$ cat src/rtl/jam_cost_arb.sv
// jam_cost_arb: two-port round-robin arbiter in front of the shared job
// assignment cost table. One read is granted per cycle. The table address is
// registered, and the cost comes back to the winning engine one cycle later.
// An engine may hold the grant with its lock bit for up to BURST_MAX
// consecutive grants while the other engine is waiting.
//
// Ports:
//   CLK, RST           clock, asynchronous active-high reset
//   req0/1, lock0/1    read request and lock-keep request from engine 0/1
//   w0,j0 / w1,j1      worker/job address from engine 0/1
//   gnt0/1             registered grant (address of that engine is on W/J)
//   rvalid0/1, rdata   registered cost return, qualified per engine
//   W, J               registered cost table address
//   Cost               cost table data for the current W/J
//   busy               registered, gnt0|gnt1
//   gcnt0/1, wcnt      grant and wait counters (only with JAM_COST_ARB_STATS_EN)
//
// Optional feature macro: JAM_COST_ARB_STATS_EN
module jam_cost_arb #(
  parameter int unsigned BURST_MAX = 8
) (
  input  logic        CLK,
  input  logic        RST,
  input  logic        req0,
  input  logic        req1,
  input  logic        lock0,
  input  logic        lock1,
  input  logic [2:0]  w0,
  input  logic [2:0]  j0,
  input  logic [2:0]  w1,
  input  logic [2:0]  j1,
  output logic        gnt0,
  output logic        gnt1,
  output logic        rvalid0,
  output logic        rvalid1,
  output logic [6:0]  rdata,
  output logic [2:0]  W,
  output logic [2:0]  J,
  input  logic [6:0]  Cost,
  output logic        busy
`ifdef JAM_COST_ARB_STATS_EN
  ,
  output logic [15:0] gcnt0,
  output logic [15:0] gcnt1,
  output logic [15:0] wcnt
`endif
);

  localparam logic [3:0] BMAX = 4'(BURST_MAX);

  logic [1:0]      req, lock;
  logic [1:0][5:0] addr;

  assign req  = {req1, req0};
  assign lock = {lock1, lock0};
  assign addr = {{w1, j1}, {w0, j0}};

  logic [1:0] gnt_q, gnt_d;
  logic [1:0] rvalid_q, rvalid_d;
  logic [6:0] rdata_q, rdata_d;
  logic [2:0] w_q, w_d, j_q, j_d;
  logic       busy_q, busy_d;
  logic       owner_q, owner_d;
  logic       locked_q, locked_d;
  logic [3:0] burst_q, burst_d;
  logic       win;

  always_comb begin
    gnt_d    = '0;
    w_d      = w_q;
    j_d      = j_q;
    owner_d  = owner_q;
    locked_d = 1'b0;
    burst_d  = burst_q;
    win      = req[1];
    // Under contention the owner keeps the table only while its lock is live
    // and the burst budget is not spent; otherwise the grant rotates.
    if (&req)
      win = (locked_q && (burst_q < BMAX)) ? owner_q : ~owner_q;
    if (|req) begin
      gnt_d[win]   = 1'b1;
      {w_d, j_d}   = addr[win];
      locked_d     = lock[win];
      if (win == owner_q) begin
        burst_d = (burst_q == 4'd15) ? 4'd15 : burst_q + 4'd1;
      end else begin
        burst_d = 4'd1;
        owner_d = win;
      end
    end
    busy_d   = |gnt_d;
    // The table answers for last cycle's grant; rdata holds when idle.
    rvalid_d = gnt_q;
    rdata_d  = (|gnt_q) ? Cost : rdata_q;
  end

  always_ff @(posedge CLK or posedge RST) begin
    if (RST) begin
      gnt_q    <= '0;
      rvalid_q <= '0;
      rdata_q  <= '0;
      w_q      <= '0;
      j_q      <= '0;
      busy_q   <= 1'b0;
      owner_q  <= 1'b1;   // engine 0 wins the first contention
      locked_q <= 1'b0;
      burst_q  <= '0;
    end else begin
      gnt_q    <= gnt_d;
      rvalid_q <= rvalid_d;
      rdata_q  <= rdata_d;
      w_q      <= w_d;
      j_q      <= j_d;
      busy_q   <= busy_d;
      owner_q  <= owner_d;
      locked_q <= locked_d;
      burst_q  <= burst_d;
    end
  end

  assign gnt0    = gnt_q[0];
  assign gnt1    = gnt_q[1];
  assign rvalid0 = rvalid_q[0];
  assign rvalid1 = rvalid_q[1];
  assign rdata   = rdata_q;
  assign W       = w_q;
  assign J       = j_q;
  assign busy    = busy_q;

`ifdef JAM_COST_ARB_STATS_EN
  logic [1:0][15:0] gcnt_q, gcnt_d;
  logic [15:0]      wcnt_q, wcnt_d;

  always_comb begin
    gcnt_d[0] = gcnt_q[0] + {15'd0, gnt_d[0]};
    gcnt_d[1] = gcnt_q[1] + {15'd0, gnt_d[1]};
    // At most one engine can be left waiting in a cycle.
    wcnt_d    = wcnt_q + {15'd0, |(req & ~gnt_d)};
  end

  always_ff @(posedge CLK or posedge RST) begin
    if (RST) begin
      gcnt_q <= '0;
      wcnt_q <= '0;
    end else begin
      gcnt_q <= gcnt_d;
      wcnt_q <= wcnt_d;
    end
  end

  assign gcnt0 = gcnt_q[0];
  assign gcnt1 = gcnt_q[1];
  assign wcnt  = wcnt_q;
`endif

endmodule

$ cat config.mk
export PLATFORM = sky130hd
export DESIGN_NAME = jam_cost_arb
export DESIGN_NICKNAME = d
export VERILOG_FILES = /design/src/rtl/jam_cost_arb.sv
export SDC_FILE = /design/constraint.sdc
export NUM_CORES = 1
export LEC_CHECK = 0
export CAP_MARGIN = 10
export CELL_PAD_IN_SITES_DETAIL_PLACEMENT = 0
export CELL_PAD_IN_SITES_GLOBAL_PLACEMENT = 1
export CORE_ASPECT_RATIO = 0.6
export CORE_MARGIN = 5
export CORE_UTILIZATION = 26
export CTS_BUF_LIST = sky130_fd_sc_hd__clkbuf_8 sky130_fd_sc_hd__clkbuf_16
export DETAILED_ROUTE_END_ITERATION = 10
export PLACE_DENSITY = 0.7
export SYNTH_ARGS = -nofsm -noshare
export SYNTH_HDL_FRONTEND = slang
export SYNTH_SLANG_ARGS = --single-unit
$ cat constraint.sdc
create_clock -name CLK -period 2.89 [get_ports CLK]
set_input_delay 0.578 -clock CLK [delete_from_list [all_inputs] [get_ports CLK]]
set_output_delay 0.578 -clock CLK [all_outputs]
set_load 0.02 [all_outputs]
==> summary.md, run 1 <==
| Metric | Value |
|---|---|
| Starting Density | 0.2673 |
| Setup TNS | 0 ps |
| # IOs | 43 |
| Clk sinks | 24 |
| Maximum clock rate | between 400 and 500 MHz |
| Post-synth EDFFs | 0 |
| Most numerous cell in the Yosys netlist | dfrtp_1 |
| CTS max path bufs | 2 |
| Port bufs | 42 |
| CP Launch Type | primary input |
| Root buffer cell | clkbuf_8 |
| Clock transition at path regs | 80 ps |
| Pint | 695.8 uW |
| Placed insts | between 150 and 200 |
| Total GRT Usage | 0.09508 |
| Synthesis Warnings | 0 |
| Slew margin rel. | 0.6185 |
| Clk Latency, worst-skew pair | around 260 ps |
| Hpwl dp | 1927 um |
| Crit path kind | primary input to register |
| Post-CTS Hold Fix Bufs | 0 |
| Fin nets | ~160 |
| Vias in the first global route | roughly 850 |
| Layout cell share with drive strength beyond 1 | 0.1364 |
| Synth Register Bits | 24 |
| Vias per cell | 4.313 |
| Sw frac | 0.3019 |
| Synth Area per Inst | 12.24 sq um |
| First-pass GRT wire length | slightly above 4000 um |
| Cell variety after synth | 30 |
| Worst path required time | just over 3000 ps |
| Transition time of the tightest slew-check pin | 570.1 ps |
| Combinational group share of total power | 0.336 |
| Share of the synthesized area in the top cell type | 0.5281 |
| Layout Skew | 1.690 ps |
| Initial antenna violation count | 0 |
| Chip height | about 60 um |
| Crit end category | register |
| CTS tree | built |
| Final worst-path cycle share | 0.6991 |
| CTS Buf Count | 3 |
| Worst ir drop on vdd | 0.1946 mV |
| Average wire per cell in the routed design | 13.12 um |
| Register area | 601.8 sq um |
| Cell Area, Synth | 1090 sq um |
| Leakage | 0.0006846 uW |
| H-tree depth | 1 |
| Pre-CTS setup slack | 599.0 ps |
| Initial DRC count | 45 |
| Final WS setup | a little under 900 ps |
| Max-slew violations | 0 |
| Unrepaired setup endpoints after global routing | no |
| Finished Layout Cells | 192 |
| Core Box Area | a little over 4000 sq um |
| Reg power frac | 0.439 |
| Clock share of power | 0.224 |
| # diodes | 0 |
| Largest net degree at the start of global routing | 25 |
| Synth async-reset ratio | 1.000 |
| Full die area | about 5600 sq um |
| WP data arrival | 2170 ps |
| First drt pass iteration count | 4 |
| CTS resizes | 0 |
| Max-Cap Viols | 0 |
| Largest cells by area after synthesis | dfrtp_1, mux2_2, mux2i_1 |
| List of most frequent post-synthesis cells | dfrtp_1, nor2_1, mux2_2, mux2i_1, a221o_1 |
| Final hold vios | 0 |
| Setup repair bufs after CTS | 0 |
| Post-route ant nets | 0 |
| Post-synth top area cell | dfrtp_1 |
| Die Wd | between 90 and 100 um |
| PD cells | approximately 610 nW/um^2 |
| Layout fillers | about 380 |
| Synth Flop Type | dfrtp_1 |
| Layout Utilization | 0.3987 |
| DRC viols | 0 |
| Global route overflow | 0 |
| Hold Path Class | register to register |
| Routed wire length | 2519 um |
| NetSw | around 300 uW |
| Area of the multi-input gates | ~450 sq um |
| Seq/Total Area, Yosys | 0.5522 |
| Total number of vias | 828 |
| Syn Nets | between 100 and 150 |
| Final setup violation count | 0 |
| CP max FO | 8 |
| Status | finished, final reports clean |
| Area Overhead vs Synth | 49.14% |
| Tmin final | 2020 ps |
| Mapped Cells | 89 |
| Row cnt | 18 |
| Gpl congestion | 0.7926 |
power groups by stage:
| stage | Clock, uW | Combinational (uW) | Sequential (uW) |
|---|---|---|---|
| final | 224 | 335 | 438 |
| after global placement | 0 | 331 | 443 |
| after CTS | 235 | 338 | 438 |
| after detailed placement | 0 | 338 | 443 |
| after floorplan | 0 | 138 | 490 |
| after global routing | 250 | 362 | 447 |
cell families after synthesis:
group,synth area share
AOI/OAI and AO/OA,0.1194
xor gates and xnor gates,0.008038
adders and majority gates,0.01148
buffers and inverters,0.03788
DFF,0.5522
muxes,0.1573
and+or+nand+nor,0.1137
sequential cells by signal, indices dropped and copies added, names as in the netlist:
name and cells:
J 3, W 3, burst_q 4, busy 1, gnt_q 2, locked_q 1
owner_q 1, rdata 7, rvalid_q 2
cells in the final DEF, fill, tap and decap left out:
master	Yosys	layout
a21o_1	1	1
a21oi_1	2	2
a221o_1	5	5
a311oi_1	3	3
a31oi_1	2	2
a32o_1	1	1
and2_1	1	1
and3_1	1	1
buf_4	0	2
clkbuf_8	0	4
clkdlybuf4s50_1	0	42
dfrtp_1	23	23
dfstp_2	1	1
ha_1	1	1
inv_1	3	3
mux2_2	7	7
mux2i_1	7	7
mux2i_4	1	1
nand2_1	3	3
nand2b_1	1	1
nand3_1	2	2
nor2_1	10	10
nor2b_1	2	2
nor2b_2	1	1
nor2b_4	1	1
nor3_1	1	1
o21a_1	1	1
o22ai_1	1	1
or2_2	1	1
xor2_1	1	1
critical path, stage by stage:
cell and delay, ps:
clkdlybuf4s50_1 700, nand2b_1 150, mux2i_4 270, nor2b_2 160, a221o_1 320
cell type report:
class	count	share of cell area
Sequential cell	24	0.3703
Multi-Input combinational cell	57	0.2748
Timing Repair Buffer	44	0.2679
Tap cell	60	0.04619
Clock buffer	4	0.03387
Inverter	3	0.006928
worst paths after layout:
kind                             from          end  slack (ps)  depth (start not counted)
setup reg to reg           burst_q[3]         W[2]        1290                          4
hold / removal               gnt_q[1]  rvalid_q[1]         410                          0
setup / recovery                 req1         W[2]         870                          5
max in group asynchronous         RST      owner_q        1940                          3
hold reg to reg              gnt_q[1]  rvalid_q[1]         410                          0
min in group asynchronous         RST     rdata[5]         660                          3
through the flow:
step | hold WS, ps | power [uW] | area, sq um
final | 412.2 | 996.7 | 1625
after global routing | 448.1 | 1058 | 1625
after CTS | 415.8 | 1011 | 1625
after detailed placement | 396.5 | 781.5 | 1570
after global placement | 389.5 | 773.9 | 1570
after floorplan | 469.5 | 628.8 | 1090
layer usage:
layer | track usage | up-vias | wire (um)
met1 | 0.1307 | 380 | 1241
met4 | 0.01235 | 0 | 0
met2 | 0.1392 | 40 | 1008
met3 | 0.04528 | 0 | 269
li1 | - | 408 | -
met5 | 0 | - | 0
No activity file was read; power rests on OpenSTA's default activity.
==> run 2: changes to the inputs <==
--- a/config.mk
+++ b/config.mk
@@ -13,7 +13,7 @@
 export CORE_UTILIZATION = 26
 export CTS_BUF_LIST = sky130_fd_sc_hd__clkbuf_8 sky130_fd_sc_hd__clkbuf_16
 export DETAILED_ROUTE_END_ITERATION = 10
-export PLACE_DENSITY = 0.7
+export PLACE_DENSITY = 0.72
 export SYNTH_ARGS = -nofsm -noshare
 export SYNTH_HDL_FRONTEND = slang
 export SYNTH_SLANG_ARGS = --single-unit
==> constraint.sdc (replaced) <==
create_clock -name CLK -period 1.8 [get_ports CLK]
set_input_delay 0.36 -clock CLK [delete_from_list [all_inputs] [get_ports CLK]]
set_output_delay 0.36 -clock CLK [all_outputs]
set_load 0.02 [all_outputs]
==> run 2 against run 1 <==
Compared with the run above:
- die area stayed put
- hold slack lost 1.5 ps
- clock power rose by 110%
- clock-buffer cell count shrank 1
- first-iteration DRC count decreased by 89%
- non-clock buffer count grew 4
- combinational power grew 67%
- wire length increased by 6.7%
- sequential cell count did not move
- sequential power up 60%
- critical endpoint is now gnt1
- highest routed layer is now met4
==> summary.md, run 2 (synthesis gave the netlist of run 1 again) <==
| Metric | Value |
|---|---|
| Starting Density | 0.2673 |
| Leakage | 0.0007156 uW |
| Unrepaired setup endpoints after global routing | no |
| Fin nets | 163 |
| WP data arrival | 1260 ps |
| Buf/Inv on CP | 1 |
| Transition time of the tightest slew-check pin | 518.2 ps |
| Die Wd | 93.58 um |
| Hpwl dp | 2083 um |
| Clk sinks | 24 |
| First-pass GRT wire length | between 4000 and 5000 um |
| Max-slew violations | 0 |
| Post-CTS Hold Fix Bufs | 0 |
| Initial DRC count | 5 |
| Global route overflow | 0 |
| Clock transition at path regs | ~90 ps |
| Slowest CP cell | clkdlybuf4s50_1 |
| Core Box Area | 4076 sq um |
| Design area | 1684 sq um |
| Finished Layout Cells | 196 |
| Max reg flops | 7 |
| Hold path depth | 0 |
| Final setup violation count | 0 |
| Average wire per cell in the routed design | 13.71 um |
| CTS Buf Count | 3 |
| Total GRT Usage | 0.1025 |
| Hold Slack | 410.7 ps |
| Full die area | 5629 sq um |
| Worst path required time | 1440 ps |
| Slew margin rel. | 0.6533 |
| Crit path kind | register to output pin |
| Gpl congestion | 0.6976 |
| Maximum clock rate | 617.9 MHz |
| CP Launch Type | register |
| Row cnt | 18 |
| DRC viols | 0 |
| Largest net degree at the start of global routing | 25 |
| Initial antenna violation count | 0 |
| Layout Skew | about 2.7 ps |
| Hold Path Class | register to register |
| Cell Area, Placed | 1613 sq um |
| CP max FO | 3 |
| Clk Latency, worst-skew pair | ~270 ps |
| CP max stage delay | between 600 and 700 ps |
| Worst R2R Start | burst_q[3] |
| Worst ir drop on vdd | ~0.42 mV |
| Hold endpoint | rvalid_q[1] |
| Final hold vios | 0 |
| RR Endpoint | W[2] |
| Placed insts | 192 |
| Status | finished, final reports clean |
| Routed wire length | 2687 um |
| Tmin final | 1618 ps |
| Chip height | 60.15 um |
| Port bufs | 42 |
| CTS tree | built |
| Post-route ant nets | 0 |
| Max-Cap Viols | 0 |
| Reg2reg path depth | 4 |
| Area Overhead vs Synth | 54.54% |
| Critical-path cell list | clkdlybuf4s50_1 |
| Commonest non-fill, non-tap cell in the layout | clkdlybuf4s50_1 |
| Vias per cell | 4.388 |
| Vias in the first global route | between 800 and 900 |
| First drt pass iteration count | 3 |
| Layout cell share with drive strength beyond 1 | 0.1618 |
| H-tree depth | 1 |
| Total number of vias | between 800 and 900 |
| # IOs | 43 |
| Setup repair bufs after CTS | 0 |
| Final worst-path cycle share | 0.8992 |
| Commonest non-fill, non-tap cells in the layout | clkdlybuf4s50_1, dfrtp_1, nor2_1, mux2i_1, mux2_2 |
| Root buffer cell | clkbuf_8 |
| Layout fillers | between 300 and 400 |
| CP delay by family, top | buffers and inverters |
| Reg-to-reg setup timing slack | around 300 ps |
| # diodes | 0 |
| PD cells | 1029 nW/um^2 |
| CTS resizes | 0 |
| Crit end category | output pin |
| Hold_sp | gnt_q[1] |
| CTS max path bufs | 2 |
==> run 2: cell count changes in the layout (fill, tap and decap cells not counted) <==
cell       before  now
clkbuf_8        4    3
buf_12          0    1
bufinv_16       0    1
buf_4           2    5
==> run 2: per-layer routing <==
metal  global-route usage  wire (um)  up-vias
li1                     -          -      412
met1               0.1296       1238      409
met2               0.1565       1149       35
met3              0.04780        264        4
met4              0.03292         34        0
met5                    0          0        -
==> run 2: per-stage QoR <==
step | worst slack (ps) | util | TNS, ps | power, uW
final | 181.5 | 0.4131 | 0 | 1733
after global routing | 128.2 | 0.4131 | 0 | 1833
after CTS | 163.3 | 0.4131 | 0 | 1759
after detailed placement | -76.02 | 0.3956 | -101.5 | 1277
after floorplan | 315.0 | - | 0 | 1010
after global placement | 11.12 | 0.3956 | 0 | 1256
==> run 2: power breakdown <==
group / internal [uW] / total [uW] / switching, uW
clock: 297 / 472 / 175
combinational: 301 / 561 / 259
sequential: 638 / 700 / 62.5
==> run 2: worst max path at each step <==
stage,from,end,slack [ps],cells past startpoint
after detailed placement,req1,burst_q[2],-80,6
after floorplan,burst_q[3],J[1],320,5
after global routing,gnt_q[1],gnt1,130,1
after global placement,req1,burst_q[2],10,6
after CTS,gnt_q[1],gnt1,160,1
final,gnt_q[1],gnt1,180,1
==> run 2: layout make-up <==
type                            instances  area [sq um]  share of cell area
Clock inverter                          1         30.03             0.01783
Clock buffer                            3         41.29             0.02452
Multi-Input combinational cell         57         446.7              0.2652
Sequential cell                        24         601.8              0.3574
Inverter                                3         11.26            0.006686
Tap cell                               60         75.07             0.04458
Timing Repair Buffer                   48         478.0              0.2838
